### config.mk
export PLATFORM = sky130hd
export DESIGN_NAME = store_rmw_ctrl
export DESIGN_NICKNAME = d
export VERILOG_FILES = /design/src/rtl/store_size_pkg.sv /design/src/rtl/store_rmw_ctrl.sv
export SDC_FILE = /design/constraint.sdc
export NUM_CORES = 1
export LEC_CHECK = 0
export ABC_AREA = 1
export ABC_CLOCK_PERIOD_IN_PS = 5500
export BUFFER_PORTS_ARGS = -buffer_cell sky130_fd_sc_hd__buf_2
export CORE_UTILIZATION = 45
export CTS_BUF_LIST = sky130_fd_sc_hd__clkbuf_8
export DETAILED_ROUTE_END_ITERATION = 12
export GPL_TIMING_DRIVEN = 0
export PLACE_DENSITY_LB_ADDON = 0.25
export SLEW_MARGIN = 20
export SYNTH_ARGS = -nofsm -noshare
export SYNTH_HDL_FRONTEND = slang
export SYNTH_SLANG_ARGS = --single-unit
### constraint.sdc
create_clock -name clk -period 5.5 [get_ports clk]
set_input_delay 0.275 -clock clk [delete_from_list [all_inputs] [get_ports clk]]
set_output_delay 0.275 -clock clk [all_outputs]
set_load 0.005 [all_outputs]
### src/rtl/store_size_pkg.sv
// Store-size selects and sequencer state encoding shared by the store path
// (merge unit, main control and the read-modify-write sequencer).
package store_size_pkg;

  localparam logic [1:0] SS_BYTE = 2'b00;
  localparam logic [1:0] SS_HALF = 2'b01;
  localparam logic [1:0] SS_WORD = 2'b10;
  localparam logic [1:0] SS_KEEP = 2'b11;

  typedef enum logic [2:0] {
    ST_IDLE  = 3'd0,
    ST_READ  = 3'd1,
    ST_LATCH = 3'd2,
    ST_WRITE = 3'd3,
    ST_DONE  = 3'd4
  } store_state_t;

  // Illegal size, or an address not aligned to the access size.
  function automatic logic store_req_bad(input logic [1:0] stype, input logic [1:0] lo);
    logic bad;
    bad = 1'b0;
    case (stype)
      SS_BYTE: bad = 1'b0;
      SS_HALF: bad = lo[0];
      SS_WORD: bad = (lo != 2'b00);
      default: bad = 1'b1;
    endcase
    return bad;
  endfunction

endpackage

### src/rtl/store_rmw_ctrl.sv
// Multicycle sequencer for sb/sh/sw: sub-word stores read the old word into
// MDR before the merged write; word stores write directly.
module store_rmw_ctrl
  import store_size_pkg::*;
#(
  parameter int MEM_RD_LAT = 1,
  parameter int CNT_W      = 4
) (
  input  logic        clk,
  input  logic        reset,
  input  logic        start,
  input  logic [1:0]  store_type,
  input  logic [31:0] addr,
  input  logic [31:0] wdata,
  output logic        busy,
  output logic        done,
  output logic        err,
  output logic [31:0] mem_addr,
  output logic        mem_wr,
  output logic        mdr_load,
  output logic [1:0]  ss_control,
  output logic [31:0] store_data
);

  localparam logic [CNT_W-1:0] RD_LOAD = CNT_W'(MEM_RD_LAT - 1);
  localparam logic [CNT_W-1:0] CNT_ONE = CNT_W'(1);

  store_state_t     state_q, state_nx;
  logic [CNT_W-1:0] cnt_q, cnt_nx;
  logic [31:0]      addr_q, data_q;
  logic [1:0]       type_q;
  logic             err_q;
  logic             capture;
  logic             req_bad;

  assign capture = (state_q == ST_IDLE) && start;
  assign req_bad = store_req_bad(store_type, addr[1:0]);

  // Request capture: operands are frozen here for the whole operation.
  always_ff @(posedge clk or posedge reset) begin
    if (reset) begin
      state_q <= ST_IDLE;
      cnt_q   <= '0;
      addr_q  <= '0;
      data_q  <= '0;
      type_q  <= SS_KEEP;
      err_q   <= 1'b0;
    end else begin
      state_q <= state_nx;
      cnt_q   <= cnt_nx;
      if (capture) begin
        addr_q <= addr;
        data_q <= wdata;
        type_q <= store_type;
        err_q  <= req_bad;
      end
    end
  end

  always_comb begin
    state_nx = state_q;
    cnt_nx   = cnt_q;
    case (state_q)
      ST_IDLE: begin
        if (start) begin
          if (req_bad) begin
            state_nx = ST_DONE;
          end else if (store_type == SS_WORD) begin
            state_nx = ST_WRITE;
          end else begin
            state_nx = ST_READ;
            cnt_nx   = RD_LOAD;
          end
        end
      end
      // Counter reaching zero marks the last cycle of the read latency.
      ST_READ: begin
        if (cnt_q == '0) begin
          state_nx = ST_LATCH;
        end else begin
          cnt_nx = cnt_q - CNT_ONE;
        end
      end
      ST_LATCH: state_nx = ST_WRITE;
      ST_WRITE: state_nx = ST_DONE;
      ST_DONE:  state_nx = ST_IDLE;
      default:  state_nx = ST_IDLE;
    endcase
  end

  always_comb begin
    busy       = (state_q != ST_IDLE);
    done       = 1'b0;
    err        = 1'b0;
    mem_wr     = 1'b0;
    mdr_load   = 1'b0;
    ss_control = SS_KEEP;
    case (state_q)
      ST_LATCH: mdr_load = 1'b1;
      ST_WRITE: begin
        mem_wr     = 1'b1;
        ss_control = type_q;
      end
      ST_DONE: begin
        done = 1'b1;
        err  = err_q;
      end
      default: ;
    endcase
  end

  assign mem_addr   = addr_q;
  assign store_data = data_q;

endmodule
==> flow_summary.ini, run 1 <==
[grt]
antenna_found_initial = 0
grt_usage = 0.212
grt_start_max_net_pins = 41
grt_overflow = 0
grt_pass1_wl_mm = 12.0
grt_pass1_vias = 2622

[finish]
stdcell_area_um2 = 4150
final_common_cell = nand2_1
instances_no_fill = 593
drive_above_1_share = 0.351
area_growth_syn_to_layout_pct = 32.7
finalNetCount = 578
final_cell_mix = 149 x nand2_1, 147 x buf_2, 72 x dfrtp_1
diodes = 0

[outcome]
status = finished, final reports clean

[die]
start_util = 0.462
die-area_um2 = 7280
rows = 30
fp.dieW_um = 85.3
core_um2 = 6760
die_y_um = 85.3
ios = 140

[setup_path]
critPathMaxStageDelay_ns = 0.44
worstPathCellList = inv_2 -> nor3_2 -> inv_1 -> or2_2 -> buf_2
cp-start-kind = register
path_class = register to primary output
required_ns = 5.22
timing.rr.start = state_q[1]
cp-end-kind = primary output
worstPathArrival_ns = 1.57
crit_fanout = 4
cpMaxStageDelayCell = dfrtp_1
crit_start = state_q[0]

[sta]
max_freq_ghz = 0.542
tns_ns = 0
final_max_slew_viol_count = 0
period_share = 0.335
rsz0062_at_grt = no
slew_headroom = 0.699
min_period_ns = 1.85
finalHoldViolCount = 0
hold_slack_ns = 0.163
worst_pin_slew_ns = 0.452
fin_worst_skew_ns = 0.00915
finalSetupViolCount = 0

[logic_synthesis]
synth_area_um2 = 3120
synth-seq-cells = 74
yosys_warnings = 0
synth_area_per_cell_um2 = 8.75
syn-num-nets = 427
yosysSeqAreaShare = 0.594
syn-instance-count = 357
synth.distinct_cells = 21

[clocking]
htree_levels = 3
cts_sinks = 74
postCtsHoldBufs = 1
ctsResizeCount = 0
worst_skew_pair.late_latency_ns = 0.34
cts_setup_buffers = 0
numCtsBuffers = 9
cts_root_buf = clkbuf_8
path_clk_slew_ns = 0.08
cts_tree = done
clk_path_buf_depth = 2

[drt]
drtIter0Drc = 125
wl_per_cell_um = 12.7
vias = 2985
drc = 0
drtAntennaViolNets = 0
dr.pass1.iters = 6
viasPerCell = 5.03
routed_wl_mm = 7.51

[placed_design]
place_area_um2 = 3940
place_congestion = 0.786
portBuffers = 138
place_inst = 576
hpwl_mm = 5.44

[hold_path]
min_path_type = input port to register
hp-start = addr[24]

[pwr]
p_per_area_nw_per_um2 = 552
p_leak_nw = 2.44
ir_drop_mv = 0.252
power_w = 0.00229

[run]
cap_violations = 0
[synthesized netlist by cell type, drive strengths merged]
library cell / n / area share
dfstp: 2 / 0.017
nand3: 69 / 0.11
or2: 3 / 0.0060
nor2: 4 / 0.0072
buf: 15 / 0.036
a21oi: 3 / 0.0048
inv: 18 / 0.022
nand2: 151 / 0.18
xor2: 2 / 0.0056
ha: 1 / 0.0040
dfrtp: 72 / 0.58
clkbuf: 6 / 0.0072
nand4: 2 / 0.0040
o21ai: 6 / 0.0096
and2: 1 / 0.0020
nor3: 2 / 0.0048
[flip-flops by register name, indices dropped and copies added, names as in the netlist]
| name | flops |
|---|---|
| mem_addr | 32 |
| store_data | 32 |
| cnt_q | 4 |
| state_q | 3 |
| type_q | 2 |
| err_q | 1 |
[power breakdown]
part	internal (W)	switching [W]	total, W
clock network	0.000229	0.000189	0.000418
logic	0.000409	0.000522	0.000931
registers	0.000803	0.000137	0.000940
total	0.00144	0.000847	0.00229
[cell type report]
type / count / area (um2)
fillers: 600 / 2610
flip-flops and latches: 74 / 1850
multi-input cells: 244 / 1070
repair buffers: 140 / 721
clock buffers: 11 / 151
plain buffers: 21 / 135
well taps: 80 / 100
inverters: 18 / 70.1
clock inverters: 5 / 46.3
[per-layer routing]
metal,up-vias,global-route usage,part of all wire
met5,-,0,0
met4,0,0.0924,0.019
met3,12,0.0516,0.076
met2,129,0.339,0.47
met1,1409,0.278,0.44
li1,1435,-,-
[worst max-delay path: cells and delay by family, from the launching register on]
| kind | cells | cell delay (ns) |
|---|---|---|
| buffers and inverters | 3 | 0.33 |
| and+or+nand+nor | 2 | 0.45 |
| DFF | 1 | 0.44 |
[metrics by stage]
step	worst slack, ns	utilization
3_5_place_dp	4.02	0.583
5_1_grt	3.57	0.614
6_report	3.65	0.614
4_1_cts	3.63	0.614
3_3_place_gp	2.48	0.579
2_1_floorplan	3.35	-
[cells by family after synthesis]
kind of cell,Yosys count,synth area share
buffers and inverters,39,0.0649
AND/OR/NAND/NOR,232,0.318
adder cells (fa/ha/maj),1,0.00400
XOR/XNOR,2,0.00561
AO/OA/AOI/OAI,9,0.0144
flip-flops,74,0.594
[path summary, 6_finish.rpt]
path                             endpoint  cells past startpoint  slack (ns)
max                         ss_control[0]                      5        3.65
min                          mem_addr[24]                      3        0.16
max reg2reg                 store_data[0]                      7        4.13
min reg2reg                 store_data[3]                      2        0.47
max in group asynchronous       type_q[1]                      4        4.38
min in group asynchronous  store_data[25]                      3        0.50
Note: power is estimated with default switching activity, not from simulation.
==> inputs of run 2 (changes only) <==
--- a/config.mk
+++ b/config.mk
@@ -6,7 +6,7 @@
 export NUM_CORES = 1
 export LEC_CHECK = 0
 export ABC_AREA = 1
-export ABC_CLOCK_PERIOD_IN_PS = 5500
+export ABC_CLOCK_PERIOD_IN_PS = 1810
 export BUFFER_PORTS_ARGS = -buffer_cell sky130_fd_sc_hd__buf_2
 export CORE_UTILIZATION = 45
 export CTS_BUF_LIST = sky130_fd_sc_hd__clkbuf_8
==> constraint.sdc (replaced) <==
create_clock -name clk -period 1.81 [get_ports clk]
set_input_delay 0.0905 -clock clk [delete_from_list [all_inputs] [get_ports clk]]
set_output_delay 0.0905 -clock clk [all_outputs]
set_load 0.005 [all_outputs]
==> run 2 against run 1 <==
Against the previous run: first-iteration DRC count increased by 10%; cell count increased by 10%; power increased to 3.2 times the previous value; sequential power increased to 3.0 times the previous value; register-to-register slack got worse by 3.7 ns; clock power increased to 3.3 times the previous value; largest cell class unchanged; hold slack got worse by 0.15 ns; largest power group is now combinational logic; critical path depth unchanged; worst setup slack got worse by 3.5 ns; global-route usage increased by 4.3 points; non-clock buffer count increased by 62; clock skew decreased by 0.0015 ns.
==> flow_summary.ini, run 2 (synthesis gave the netlist of run 1 again) <==
[finish]
instances_no_fill = 655
final_cell_mix = 149 x nand2_1, 147 x buf_2, 72 x dfrtp_1
seq_area_um2 = 1850
final_util = 0.711
fill_cells = 507
area_growth_syn_to_layout_pct = 53.8
drive_above_1_share = 0.318
final_common_cell = nand2_1
multi_input_area_um2 = 1070
finalNetCount = 640
diodes = 0

[die]
fp.dieW_um = 85.3
core_um2 = 6760
rows = 30
start_util = 0.462
die_y_um = 85.3
die-area_um2 = 7280
ios = 140

[setup_path]
worst-path-buf-inv = 3
critPathMaxStageDelay_ns = 0.45
critPathTopFamily = simple AND/OR/NAND/NOR gates
worstPathCellList = inv_2 -> nor3_2 -> inv_1 -> or2_2 -> buf_2
cpMaxStageDelayCell = dfrtp_1
required_ns = 1.72
path_class = register to primary output
cp-end-kind = primary output
worstPathArrival_ns = 1.56
cp-start-kind = register
crit_fanout = 4

[placed_design]
place_congestion = 0.799
place_inst = 577
hpwl_mm = 5.38
portBuffers = 138

[pwr]
p_per_area_nw_per_um2 = 1510
ir_drop_mv = 0.870
p_leak_nw = 2.70

[clocking]
path_clk_slew_ns = 0.07
clk_path_buf_depth = 2
postCtsHoldBufs = 62
cts_tree = done
cts_root_buf = clkbuf_8
htree_levels = 3
worst_skew_pair.late_latency_ns = 0.34
ctsResizeCount = 0
cts_setup_buffers = 0
numCtsBuffers = 9
cts_sinks = 74

[sta]
fin_worst_skew_ns = 0.00761
max_freq_ghz = 0.606
period_share = 0.911
rsz0062_at_grt = no
finalSetupViolCount = 0
final_max_slew_viol_count = 0
slew_headroom = 0.680
tns_ns = 0
finalHoldViolCount = 0
worst_pin_slew_ns = 0.479
min_period_ns = 1.65

[drt]
vias = 3218
dr.pass1.iters = 4
drtAntennaViolNets = 0
drtIter0Drc = 138
routed_wl_mm = 8.84
drc = 0
wl_per_cell_um = 13.5
viasPerCell = 4.91

[grt]
grt_pass1_vias = 3170
grt_pass1_wl_mm = 14.5
grt_overflow = 0
antenna_found_initial = 0
grt_usage = 0.255
grt_start_max_net_pins = 35

[outcome]
status = finished, final reports clean

[run]
cap_violations = 0

[hold_path]
min_path_type = input port to register
==> run 2: changes by cell type in the layout (fill, tap and decap cells not counted), sizes merged <==
cell,before,now
bufinv,1,2
clkbuf,17,16
clkinvlp,0,2
clkinv,1,2
dlygate4sd3,1,62
buf,154,155
inv,21,18
==> run 2: tightest hold or removal path, cell delays in order <==
cell,delay [ns]
buf_2,0.08
nand3_1,0.06
nand2_1,0.07
==> run 2: area by class of cell <==
| cell class | instances | area share |
|---|---|---|
| sequential | 74 | 0.386 |
| timing repair buffer | 202 | 0.283 |
| multi-input combinational | 244 | 0.222 |
| clock buffer | 10 | 0.0286 |
| buffer | 21 | 0.0281 |
| tap | 80 | 0.0208 |
| clock inverter | 6 | 0.0169 |
| inverter | 18 | 0.0148 |
==> run 2: stage by stage <==
stage	hold WS (ns)	total power (W)	setup WS, ns	cell area, um2
global route	0.0342	0.00785	0.0674	4810
CTS	0.00222	0.00724	0.142	4810
detailed placement	0.143	0.00573	0.437	3970
finish	0.00804	0.00726	0.161	4810
global placement	0.320	0.00561	0.342	3920
floorplan	0.209	0.00451	0.629	3130
==> run 2: worst paths after layout <==
kind | to | depth (start not counted) | slack [ns] | startpoint
min in group asynchronous | cnt_q[2] | 3 | 0.32 | reset
min reg2reg | store_data[13] | 2 | 0.47 | store_data[13]
max | ss_control[1] | 5 | 0.16 | state_q[0]
max in group asynchronous | type_q[0] | 4 | 0.96 | reset
max reg2reg | store_data[24] | 7 | 0.42 | state_q[2]
min | mem_addr[8] | 3 | 0.008 | addr[8]
==> run 2: report_power, final <==
| part | switching [W] | internal (W) | total, W |
|---|---|---|---|
| logic | 0.00167 | 0.00134 | 0.00301 |
| clock network | 0.000589 | 0.000804 | 0.00139 |
| registers | 0.000417 | 0.00244 | 0.00286 |
| total | 0.00268 | 0.00458 | 0.00726 |
==> run 2: metal layers <==
metal	global-route usage	vias up	wire (um)
met5	0	-	0
met4	0.114	0	118
met3	0.0535	10	609
met2	0.436	134	4370
met1	0.312	1514	3740
li1	-	1560	-
